==> config.mk <==
export PLATFORM = sky130hd
export DESIGN_NAME = ifu_inst_buffer
export DESIGN_NICKNAME = d
export VERILOG_FILES = /design/src/rtl/npc_pkg.sv /design/src/rtl/ifu_ibuf_ptr.sv /design/src/rtl/ifu_inst_buffer.sv
export SDC_FILE = /design/constraint.sdc
export NUM_CORES = 1
export LEC_CHECK = 0
export ABC_AREA = 0
export CAP_MARGIN = 0
export CORE_ASPECT_RATIO = 1.2
export CORE_MARGIN = 5
export CORE_UTILIZATION = 45
export CTS_CLUSTER_SIZE = 16
export DETAILED_ROUTE_END_ITERATION = 16
export GPL_ROUTABILITY_DRIVEN = 1
export PLACE_DENSITY_LB_ADDON = 0.25
export SLEW_MARGIN = 20
export SYNTH_ARGS = -nofsm -noshare
export SYNTH_HDL_FRONTEND = slang
export SYNTH_SLANG_ARGS = --single-unit
==> constraint.sdc <==
create_clock -name clock -period 36.7 [get_ports clock]
set_input_delay 3.67 -clock clock [delete_from_list [all_inputs] [get_ports clock]]
set_output_delay 3.67 -clock clock [all_outputs]
set_load 0.03 [all_outputs]
==> src/rtl/npc_pkg.sv <==
// Shared NPC core definitions: datapath widths, reset PC and the fetch packet type.
package npc_pkg;

  localparam int XLEN = 64;
  localparam int ILEN = 32;
  localparam logic [XLEN-1:0] RESET_PC = 64'h0000_0000_8000_0000;

  typedef struct packed {
    logic [XLEN-1:0] pc;
    logic [ILEN-1:0] inst;
  } fetch_pkt_t;

endpackage

==> src/rtl/ifu_ibuf_ptr.sv <==
// Wrap-bit FIFO pointer: the MSB toggles each lap so full and empty can be told apart.
module ifu_ibuf_ptr #(
  parameter int W = 3
) (
  input  logic         clock,
  input  logic         reset,
  input  logic         clr,
  input  logic         inc,
  output logic [W-1:0] ptr
);

  logic [W-1:0] ptr_r;

  // Pointer register: cleared on reset or flush, otherwise advances modulo 2**W.
  always_ff @(posedge clock) begin
    if (reset || clr) begin
      ptr_r <= {W{1'b0}};
    end else if (inc) begin
      ptr_r <= ptr_r + {{(W-1){1'b0}}, 1'b1};
    end else begin
      ptr_r <= ptr_r;
    end
  end

  assign ptr = ptr_r;

endmodule

==> src/rtl/ifu_inst_buffer.sv <==
// IFU->IDU instruction buffer: DEPTH-entry FIFO of {pc, inst} packets, cleared on redirect.
// Optional same-cycle pass-through when empty is enabled with `define IBUF_BYPASS_EN.
module ifu_inst_buffer
  import npc_pkg::*;
#(
  parameter int DEPTH = 4,
  parameter int XLEN  = npc_pkg::XLEN,
  parameter int ILEN  = npc_pkg::ILEN
) (
  input  logic                     clock,
  input  logic                     reset,
  input  logic                     in_valid,
  output logic                     in_ready,
  input  logic [XLEN-1:0]          in_pc,
  input  logic [ILEN-1:0]          in_inst,
  input  logic                     flush,
  output logic                     out_valid,
  input  logic                     out_ready,
  output logic [XLEN-1:0]          out_pc,
  output logic [ILEN-1:0]          out_inst,
  output logic [$clog2(DEPTH):0]   count
);

  localparam int AW = $clog2(DEPTH);
  localparam int PW = AW + 1;

  fetch_pkt_t     mem_r [DEPTH];
  fetch_pkt_t     head_s;
  logic [PW-1:0]  wptr_s;
  logic [PW-1:0]  rptr_s;
  logic           empty_s;
  logic           full_s;
  logic           enq_s;
  logic           deq_s;
  logic           bypass_s;

  ifu_ibuf_ptr #(.W(PW)) u_wptr (
    .clock (clock),
    .reset (reset),
    .clr   (flush),
    .inc   (enq_s),
    .ptr   (wptr_s)
  );

  ifu_ibuf_ptr #(.W(PW)) u_rptr (
    .clock (clock),
    .reset (reset),
    .clr   (flush),
    .inc   (deq_s),
    .ptr   (rptr_s)
  );

  assign empty_s = (wptr_s == rptr_s);
  assign full_s  = (wptr_s[AW-1:0] == rptr_s[AW-1:0]) && (wptr_s[AW] != rptr_s[AW]);
  assign head_s  = mem_r[rptr_s[AW-1:0]];
  assign count   = wptr_s - rptr_s;

  // in_ready looks only at occupancy, so a dequeue never frees a slot in the same cycle.
  assign in_ready = !full_s && !reset;

`ifdef IBUF_BYPASS_EN
  assign bypass_s = empty_s && in_valid && !flush && !reset;
`else
  assign bypass_s = 1'b0;
`endif

  // Handshake qualification; a pass-through packet is consumed without touching storage.
  always_comb begin
    enq_s = 1'b0;
    deq_s = 1'b0;
    if (flush) begin
      enq_s = 1'b0;
      deq_s = 1'b0;
    end else begin
      enq_s = in_valid && in_ready && !(bypass_s && out_ready);
      deq_s = !empty_s && out_ready;
    end
  end

  // Head presentation: zeroed whenever no packet is offered to decode.
  always_comb begin
    out_valid = 1'b0;
    out_pc    = {XLEN{1'b0}};
    out_inst  = {ILEN{1'b0}};
    if (bypass_s) begin
      out_valid = 1'b1;
      out_pc    = in_pc;
      out_inst  = in_inst;
    end else if (!empty_s && !flush) begin
      out_valid = 1'b1;
      out_pc    = head_s.pc;
      out_inst  = head_s.inst;
    end else begin
      out_valid = 1'b0;
    end
  end

  // Packet storage; contents need no reset because the pointers gate visibility.
  always_ff @(posedge clock) begin
    if (enq_s) begin
      mem_r[wptr_s[AW-1:0]] <= '{pc: in_pc, inst: in_inst};
    end else begin
      mem_r[wptr_s[AW-1:0]] <= mem_r[wptr_s[AW-1:0]];
    end
  end

endmodule

## Word level (Yosys, flattened, before mapping)

Memory sizes are Yosys's and may differ from the RTL's. A register that Yosys moved wholly into a read port is not among the register bits.
Index checks and enable logic that the tools add are counted.

- Register bits after elaboration: 6
- Output and inout port bits: 101
- Bits of input ports: 101
- Memory bits (writable): 384
- Memories: 1
- Logic and storage cells: 33

Memory list:

| name | words | width | read ports | clocked after Yosys merged registers in | wr ports | line | text |
|---|---|---|---|---|---|---|---|
| mem_r | 4 | 96 | 1 | 1 | 1 | ifu_inst_buffer.sv:27 | `fetch_pkt_t mem_r [DEPTH];` |

- Bitwise logic cells: 1
- Reductions and logical operators: 11
- Mux-type cells: 11
- Add/sub/neg operators: 3
- Equal/unequal tests: 4

Operator list:

| kind | count |
|---|---|
| two-way mux 96 bit | 1 |
| two-way mux 64 bit | 1 |
| two-way mux 32 bit | 1 |
| adder 3 x 1 -> 3 bit, second input constant | 2 |
| two-way mux 1 bit | 6 |
| logical AND 1 bit | 5 |
| zero test 1 bit | 4 |
| two-way mux 2 bit | 2 |
| equality test 3 bit | 1 |
| subtractor 3 bit | 1 |
| equality test 2 bit | 1 |
| AND reduction 2 bit | 1 |
| logical OR 1 bit | 1 |
| inequality test 0 bit | 1 |
| inequality test 1 bit | 1 |
| OR 1 bit | 1 |

## Logic depth before layout (Yosys ltp)

Gate-level depths: netlist of run 1.

- Word-level depth: 9
- Depth in mapped cells: 8
- Gate-level depth less buffers: 5

## By module

From an unflattened synthesis of run 1, not the netlist that was laid out.

- Cells, all modules: 677
- Area total of the unflattened synthesis: 15,408.5 µm²

By module, submodules not included:

| module | area each (µm²) | sequential area each (µm²) | times used | cells an instance |
|---|---|---|---|---|
| ifu_inst_buffer | 15,145.8 | 11,531.1 | 1 | 655 |
| ifu_ibuf_ptr | 131.4 | 60.1 | 2 | 11 |

## Least setup slack after synthesis of run 1

No wires, ideal clock.

- Path kind: input to register
- Start point: input in_valid
- End point: memory mem_r[3][0] (netlist bit) (enable)
- Setup slack: 17.031 ns
- Library setup time: 1.060 ns
- Arrival: 18.609 ns
- Buffers on the path: 0
- Stages on the path: 2
- Path through: nand2_1 a2111oi_0

- Cells in the longest elaborated chain, start to end: 5
- Elaborated cells on any way between the ends: 7
- Those cells by class: 4 x mux; 1 x bitwise; 2 x reduce/logical

RTL lines:

| element | line | text |
|---|---|---|
| start, declared | ifu_inst_buffer.sv:12 | `input logic in_valid,` |
| logical AND 1 bit (*) | ifu_inst_buffer.sv:75 | `enq_s = in_valid && in_ready && !(bypass_s && out_ready);` |
| two-way mux 1 bit (*) | ifu_inst_buffer.sv:71 | `if (flush) begin` |
| two-way mux 1 bit, on equally long branches | ifu_inst_buffer.sv:100, ifu_inst_buffer.sv:103 |  |
| two-way mux 1 bit (not written as such) / AND reduction 2 bit (equally long branches) | -- |  |
| OR 1 bit (no source line) (*) | -- |  |
| end, declared | ifu_inst_buffer.sv:27 |  |

Every way passes the cells marked *; elsewhere a longest branch is shown, timed or not.

## Final worst setup path of run 1

- Start point: input flush
- End point: output out_inst[24]

- Cells in the longest elaborated chain, start to end: 3

RTL lines:

| element | line | text |
|---|---|---|
| start, declared | ifu_inst_buffer.sv:16 | `input logic flush,` |
| zero test 1 bit | ifu_inst_buffer.sv:89 | `end else if (!empty_s && !flush) begin` |
| logical AND 1 bit | ifu_inst_buffer.sv:89 |  |
| two-way mux 32 bit | ifu_inst_buffer.sv:89 |  |
| end, declared | ifu_inst_buffer.sv:20 | `output logic [ILEN-1:0] out_inst,` |

No other way between the ends.

==> metrics.md, run 1 <==
| Metric | Value |
|---|---|
| Synth Instances | `between 600 and 700` |
| Root buffer cell | `sky130_fd_sc_hd__clkbuf_16` |
| Standard-cell row count | `73` |
| Latest clock arrival within the worst-skew pair | `between 500 and 600 ps` |
| Netlist area before placement | `around 0.015 mm^2` |
| Largest fanout of any net on the critical path | `between 50 and 60` |
| Via count | `between 7000 and 8000` |
| Synthesized Nets | `around 780` |
| Maximum number of pins on one net before global-route repair | `65` |
| CTS H-Tree Depth | `2` |
| Average cell area after synthesis | `about 23 um^2` |
| IO buf count | `about 200` |
| Global-route wire length before repair | `44500 um` |
| Clock transition at the registers of the reported paths | `~60 ps` |
| Number of antenna violations at the first check in global routing | `1` |
| Initial Utilization | `around 46%` |
| Cell with the most instances after synthesis | `sky130_fd_sc_hd__edfxtp_1` |
| I/O pin total | `between 200 and 250` |
| Min-delay src | `u_wptr.ptr[2]` |
| Chip width | `between 150 and 200 um` |
| # diodes | `0` |
| Fmax | `slightly above 100 MHz` |
| Cell leakage power | `slightly below 6 nW` |
| Wire length on met1 | `around 12000 um` |
| Final RePlAce weighted congestion | `about 0.71` |
| Final antenna-violating net count | `0` |
| Synth unique cells | `25` |
| Signed area change from the synthesized netlist to the final layout | `25.1%` |
| Adder-Cell Fraction of Synth Area | `0.713%` |
| Count of cells resized by post-cts repair | `0` |
| Crit start category | `primary input` |
| Simple-gate area share of the yosys netlist | `5.01%` |
| Final-layout setup total negative slack | `0 ps` |
| Top sig layer | `met5` |
| Most frequent cells after synthesis | `sky130_fd_sc_hd__edfxtp_1, sky130_fd_sc_hd__mux4_2, sky130_fd_sc_hd__nor2b_1, sky130_fd_sc_hd__buf_2, sky130_fd_sc_hd__clkbuf_1` |
| Num Clock Sinks | `a little under 400` |
| Final hold vios | `0` |
| Vias per cell | `~5.2` |
| Endpoint class of the critical path | `primary output` |
| DR WL met2 | `around 14000 um` |
| Final-report max-slew violation count | `0` |
| Final period util | `roughly 27%` |
| Number of clock buffers inserted by TritonCTS | `40` |
| Power per unit of standard cell area | `between 50 and 60 mW/mm^2` |
| Outcome | `completed` |
| Via count of the first global-routing pass | `7742` |
| Met3 routed WL | `about 2000 um` |
| Fraction of synthesized area in multiplexers | `14.8%` |
| Overall global routing resource usage | `15.5%` |
| Compound-gate portion of the synthesized area | `less than 1%` |
| Synth Register Bits | `~400` |
| TritonCTS clock tree | `done` |
| Share of the synthesized area in the top cell type | `approximately three quarters` |
| Core area | `around 0.033 mm^2` |
| DR WL/cell | `about 21 um` |
| Clock skew after layout | `about 15 ps` |
| Worst min-delay path category | `reg -> reg` |
| DRC violation count after routing | `0` |
| Leading register cell type out of synthesis | `sky130_fd_sc_hd__edfxtp_1` |
| Async set-reset flop share out of synthesis | `0%` |
| Number of synthesized flops with an enable pin | `384` |
| Total die area | `roughly 0.037 mm^2` |
| First element of the critical path | `flush` |
| Worst-case clock buffer depth | `3` |
| Data arrival time of the worst path | `around 6300 ps` |
| Post-DP HPWL | `approximately 17000 um` |
| Critical path start-end classification | `in -> out` |
| Overall overflow remaining after global route | `0` |
| Reg-to-Reg Start | `u_wptr.ptr[0]` |
| Xor and xnor area share after synthesis | `0.174%` |
| Final number of setup-violating endpoints | `0` |
| Detailed-routing iteration count for the pre-antenna-repair pass | `4` |
| Crit path setup slack, layout | `roughly 27000 ps` |
| Number of violations reported at the end of detailed-routing iteration 0 | `around 380` |
| Unrepaired setup endpoints after global routing | `false` |
| Synth top area cells | `sky130_fd_sc_hd__edfxtp_1, sky130_fd_sc_hd__mux4_2, sky130_fd_sc_hd__nor2b_1` |
| Final-stage net count | `roughly 1000` |
| Final WL | `roughly 29000 um` |
| Fraction of the yosys area taken by sequential cells | `just under 80%` |
| Worst voltage drop across the vdd grid | `around 0.031 mV` |
| Maximum capacitance violations | `0` |
| Dpl ws | `around 27000 ps` |
| Yosys warning total | `0` |
| Post-CTS setup repair buffer count | `0` |
| Cell taking the most area after synthesis | `sky130_fd_sc_hd__edfxtp_1` |
| Minimum clock period after layout | `roughly 9900 ps` |
| Fraction of layout cells with a size suffix above 1 | `a little under a fifth` |
| Max-Slew Margin vs Limit | `32.4%` |
| Worst Tran Pin Value | `between 1000 and 1500 ps` |
| Data required time at the worst endpoint | `approximately 33000 ps` |
| Dominant combinational cell family by area after synthesis | `multiplexers` |
| Hold-fix buffer count after cts | `0` |
| Die extent in y | `between 200 and 250 um` |
## where the power goes
group	total, mW	internal (mW)	leakage [nW]	switching, mW
registers	0.497	0.496	3.54	0.00110
logic	0.0415	0.0207	1.63	0.0209
clock network	0.406	0.244	0.652	0.162
## per-stage QoR
step / cell area (um^2) / std cells / utilization [%] / hold slack [ps] / total power, mW
finish: 18900 / 1368 / 57.0 / 504 / 0.945
floorplan: 15100 / 670 / - / 469 / 0.525
CTS: 18900 / 1368 / 57.0 / 508 / 0.956
global route: 18900 / 1368 / 57.0 / 558 / 0.977
detailed placement: 17600 / 1296 / 53.0 / 496 / 0.549
global placement: 17600 / 1296 / 53.0 / 495 / 0.548
## cell families after synthesis
family,Yosys count
DFF,392
and+or+nand+nor,116
muxes,103
buffers and inverters,41
adders and majority gates,8
AOI/OAI and AO/OA,7
xor gates and xnor gates,3
## final timing paths
| path | slack (ps) | to | depth (start not counted) |
|---|---|---|---|
| max reg2reg | 33410 | mem_r[3][94] | 6 |
| max | 26760 | out_inst[24] | 5 |
| min reg2reg | 500 | u_wptr.ptr[2] | 2 |
| min | 500 | u_wptr.ptr[2] | 2 |
## worst max-delay path, cell delays in order
cell and delay, ps:
sky130_fd_sc_hd__clkdlybuf4s50_1 610, sky130_fd_sc_hd__a21o_4 510, sky130_fd_sc_hd__buf_4 660, sky130_fd_sc_hd__nor2b_1 130, sky130_fd_sc_hd__clkdlybuf4s50_1 650
## layer usage
layer / track usage [%] / vias up
li1: - / 3159
met1: 21.2 / 3646
met2: 25.4 / 211
met3: 3.82 / 39
met4: 3.84 / 2
met5: 0 / -
## placed cells by master (no fill, tap or decap), drive strengths merged
master / count
edfxtp: 384
ha: 7
clkbuf: 49
and4: 3
bufinv: 5
a2111oi: 1
a21o: 1
clkdlybuf4s50: 201
clkinv: 15
dfxtp: 8
fa: 1
xnor2: 2
nor2: 1
a21oi: 3
buf: 9
nor2b: 96
nand2b: 1
mux2i: 7
nand2: 11
mux4: 96
or3: 3
xor2: 1
a211oi: 1
and2: 1
inv: 10
a21boi: 1
## final cells by class
cell class / count / area, um^2
Fill cell: 2515 / 14300
Sequential cell: 392 / 11700
Multi-Input combinational cell: 237 / 3190
Timing Repair Buffer: 210 / 2080
Clock buffer: 49 / 1080
Tap cell: 450 / 563
Clock inverter: 23 / 251
Inverter: 7 / 26.3
## sequential cells by signal, indices dropped and copies added (netlist names), named ones only
signal      flops
mem_r         384
u_rptr.ptr      3
u_wptr.ptr      3
Note: power is estimated with default switching activity, not from simulation.
==> inputs of run 2 (changes only) <==
clock period = 9.8 ns   (was 36.7 ns; I/O delays follow)
==> metrics.md, run 2 (synthesized netlist as in run 1, its figures left out) <==
| Metric | Value |
|---|---|
| Final number of setup-violating endpoints | `0 (unchanged)` |
| Root buffer cell | `sky130_fd_sc_hd__clkbuf_16` |
| Worst hold margin | `504 ps (-0.202 ps)` |
| Flop2flop setup slack | `6520 ps (-26890 ps)` |
| Worst R2R Path Depth | `6 (unchanged)` |
| Data required time at the worst endpoint | `8820 ps (-24210 ps)` |
| Cell-by-cell trace of the critical path | `inv_1, ha_1, and2_0, a21o_4, buf_4, nor2b_1, clkdlybuf4s50_1` |
| Maximum number of pins on one net before global-route repair | `64 (-1.5%)` |
| Final antenna-violating net count | `0 (unchanged)` |
| Count of cells resized by post-cts repair | `0 (unchanged)` |
| Number of antenna violations at the first check in global routing | `2 (+1)` |
| Hold-fix buffer count after cts | `0 (unchanged)` |
| Slowest Stage Delay on Critical Path | `760 ps (+100 ps)` |
| Worst Tran Pin Value | `987 ps (-28.0 ps)` |
| Largest fanout of any net on the critical path | `63 (+19%)` |
| Clock transition at the registers of the reported paths | `60 ps (about the same)` |
| Final-stage net count | `995 (-0.20%)` |
| Signed area change from the synthesized netlist to the final layout | `24.3%` |
| Final-layout setup total negative slack | `0 ps (unchanged)` |
| Vias per cell | `5.15 (-0.26%)` |
| Fraction of layout cells with a size suffix above 1 | `19.0% (-0.16 points)` |
| Worst path buffer plus inverter count | `3 (unchanged)` |
| Cell family with most CP delay | `buffers and inverters` |
| Post-DP HPWL | `16800 um (+1.2%)` |
| Post-CTS setup repair buffer count | `0 (unchanged)` |
| Initial Utilization | `45.5% (unchanged)` |
| Num Clock Sinks | `392 (unchanged)` |
| Outcome | `completed` |
| Stages on worst setup path | `7 (+2)` |
| I/O pin total | `202 (unchanged)` |
| Worst min-delay path category | `reg -> reg` |
| Most common library cell in the layout ignoring fill and taps | `sky130_fd_sc_hd__edfxtp_1` |
| Via count | `7023 (-0.48%)` |
| Crit start category | `register` |
| Endpoint class of the critical path | `primary output` |
| Chip width | `177 um (unchanged)` |
| Die extent in y | `211 um (unchanged)` |
| Max-Slew Margin vs Limit | `34.2% (+1.9 points)` |
| Worst voltage drop across the vdd grid | `0.164 mV (+430%)` |
| Final hold vios | `0 (unchanged)` |
| Data arrival time of the worst path | `3830 ps (-2440 ps)` |
| Core area | `0.0332 mm^2 (unchanged)` |
| Final-report max-slew violation count | `0 (unchanged)` |
| Unrepaired setup endpoints after global routing | `false` |
| Cell type of the slowest stage on the worst timing path | `sky130_fd_sc_hd__buf_4` |
| DR WL/cell | `21.0 um (about the same)` |
| Via count of the first global-routing pass | `7663 (-1.0%)` |
| Max reg flops | `384 (unchanged)` |
| Minimum clock period after layout | `4810 ps` |
| Cells on Worst Hold Path | `2 (unchanged)` |
| Final period util | `49.1%` |
| Worst-case clock buffer depth | `3 (unchanged)` |
| Standard-cell row count | `73 (unchanged)` |
| DRC violation count after routing | `0 (unchanged)` |
| Overall overflow remaining after global route | `0 (unchanged)` |
| Total die area | `0.0373 mm^2 (unchanged)` |
| # diodes | `0 (unchanged)` |
| CTS H-Tree Depth | `2 (unchanged)` |
| Final-layout fill cell count | `2478 (-1.5%)` |
| Number of clock buffers inserted by TritonCTS | `38 (-5.0%)` |
| Final WL | `28700 um (-0.20%)` |
| Clock skew after layout | `8.40 ps (-6.25 ps)` |
| Commonest cells after routing, fill and taps aside | `sky130_fd_sc_hd__edfxtp_1, sky130_fd_sc_hd__clkdlybuf4s50_1, sky130_fd_sc_hd__mux4_2` |
| Power per unit of standard cell area | `181 mW/mm^2 (+260%)` |
| TritonCTS clock tree | `done` |
| Fmax | `~210 MHz` |
| Maximum capacitance violations | `0 (unchanged)` |
| Final RePlAce weighted congestion | `0.753 (+6.6%)` |
| Critical path start-end classification | `reg -> out` |
| Global-route wire length before repair | `44100 um (-0.79%)` |
| IO buf count | `201 (unchanged)` |
| Latest clock arrival within the worst-skew pair | `520 ps (about the same)` |
| Number of violations reported at the end of detailed-routing iteration 0 | `520 (+38%)` |
| Cell leakage power | `5.74 nW (-1.4%)` |
| Overall global routing resource usage | `15.5% (+0.021 points)` |
| Detailed-routing iteration count for the pre-antenna-repair pass | `4 (unchanged)` |
[run 2: cell count changes in the layout (fill, tap and decap cells not counted)]
cell                         delta
sky130_fd_sc_hd__clkinv_2       +2
sky130_fd_sc_hd__bufinv_16      -3
sky130_fd_sc_hd__clkbuf_8       -1
sky130_fd_sc_hd__inv_6          -2
sky130_fd_sc_hd__clkinvlp_4     +5
sky130_fd_sc_hd__a2111oi_2      -1
sky130_fd_sc_hd__a2111oi_4      +1
sky130_fd_sc_hd__clkinv_8       -1
sky130_fd_sc_hd__buf_4          -1
sky130_fd_sc_hd__buf_6          +1
sky130_fd_sc_hd__clkbuf_16      -2
sky130_fd_sc_hd__clkbuf_1       -1
[run 2: where the power goes]
group	internal, mW	switching, mW
combinational	0.0775	0.0790
clock	0.790	0.587
sequential	1.86	0.00364
[run 2: worst min-delay path, delay by kind of cell, from the launching register on]
| family | cells | cell delay [ps] |
|---|---|---|
| flip-flops | 1 | 340 |
| multiplexers | 1 | 50 |
| AND/OR/NAND/NOR | 1 | 60 |
[run 2: final cells by class]
type | count | area (um^2) | area share [%]
clock inverter | 24 | 175 | 0.934
clock buffer | 45 | 1010 | 5.38
sequential | 392 | 11700 | 62.4
tap | 450 | 563 | 3.00
timing repair buffer | 210 | 2080 | 11.1
multi-input combinational | 237 | 3200 | 17.1
inverter | 7 | 26.3 | 0.140
[run 2: stage by stage]
| stage | worst slack [ps] | utilization [%] | instances | area [um^2] | power (mW) |
|---|---|---|---|---|---|
| 2_1_floorplan | 2310 | - | 670 | 15100 | 1.97 |
| 3_3_place_gp | 5170 | 53.0 | 1296 | 17600 | 2.05 |
| 3_5_place_dp | 5150 | 53.0 | 1296 | 17600 | 2.06 |
| 4_1_cts | 4640 | 56.6 | 1365 | 18800 | 3.43 |
| 5_1_grt | 4640 | 56.6 | 1365 | 18800 | 3.52 |
| 6_report | 4990 | 56.6 | 1365 | 18800 | 3.39 |
[run 2: per-layer routing]
metal	share of wire [%]	vias to the layer above	track usage, %
met5	0.12	-	0
met4	1.7	4	3.84
met3	6.7	40	4.25
met2	51	185	26.7
met1	40	3635	19.7
li1	-	3159	-
[run 2: worst paths after layout]
| kind | from | endpoint |
|---|---|---|
| setup / recovery | u_wptr.ptr[0] | out_pc[23] |
| hold / removal | u_wptr.ptr[0] | u_wptr.ptr[0] |
| setup reg to reg | u_wptr.ptr[0] | mem_r[0][15] |
| hold reg to reg | u_wptr.ptr[0] | u_wptr.ptr[0] |
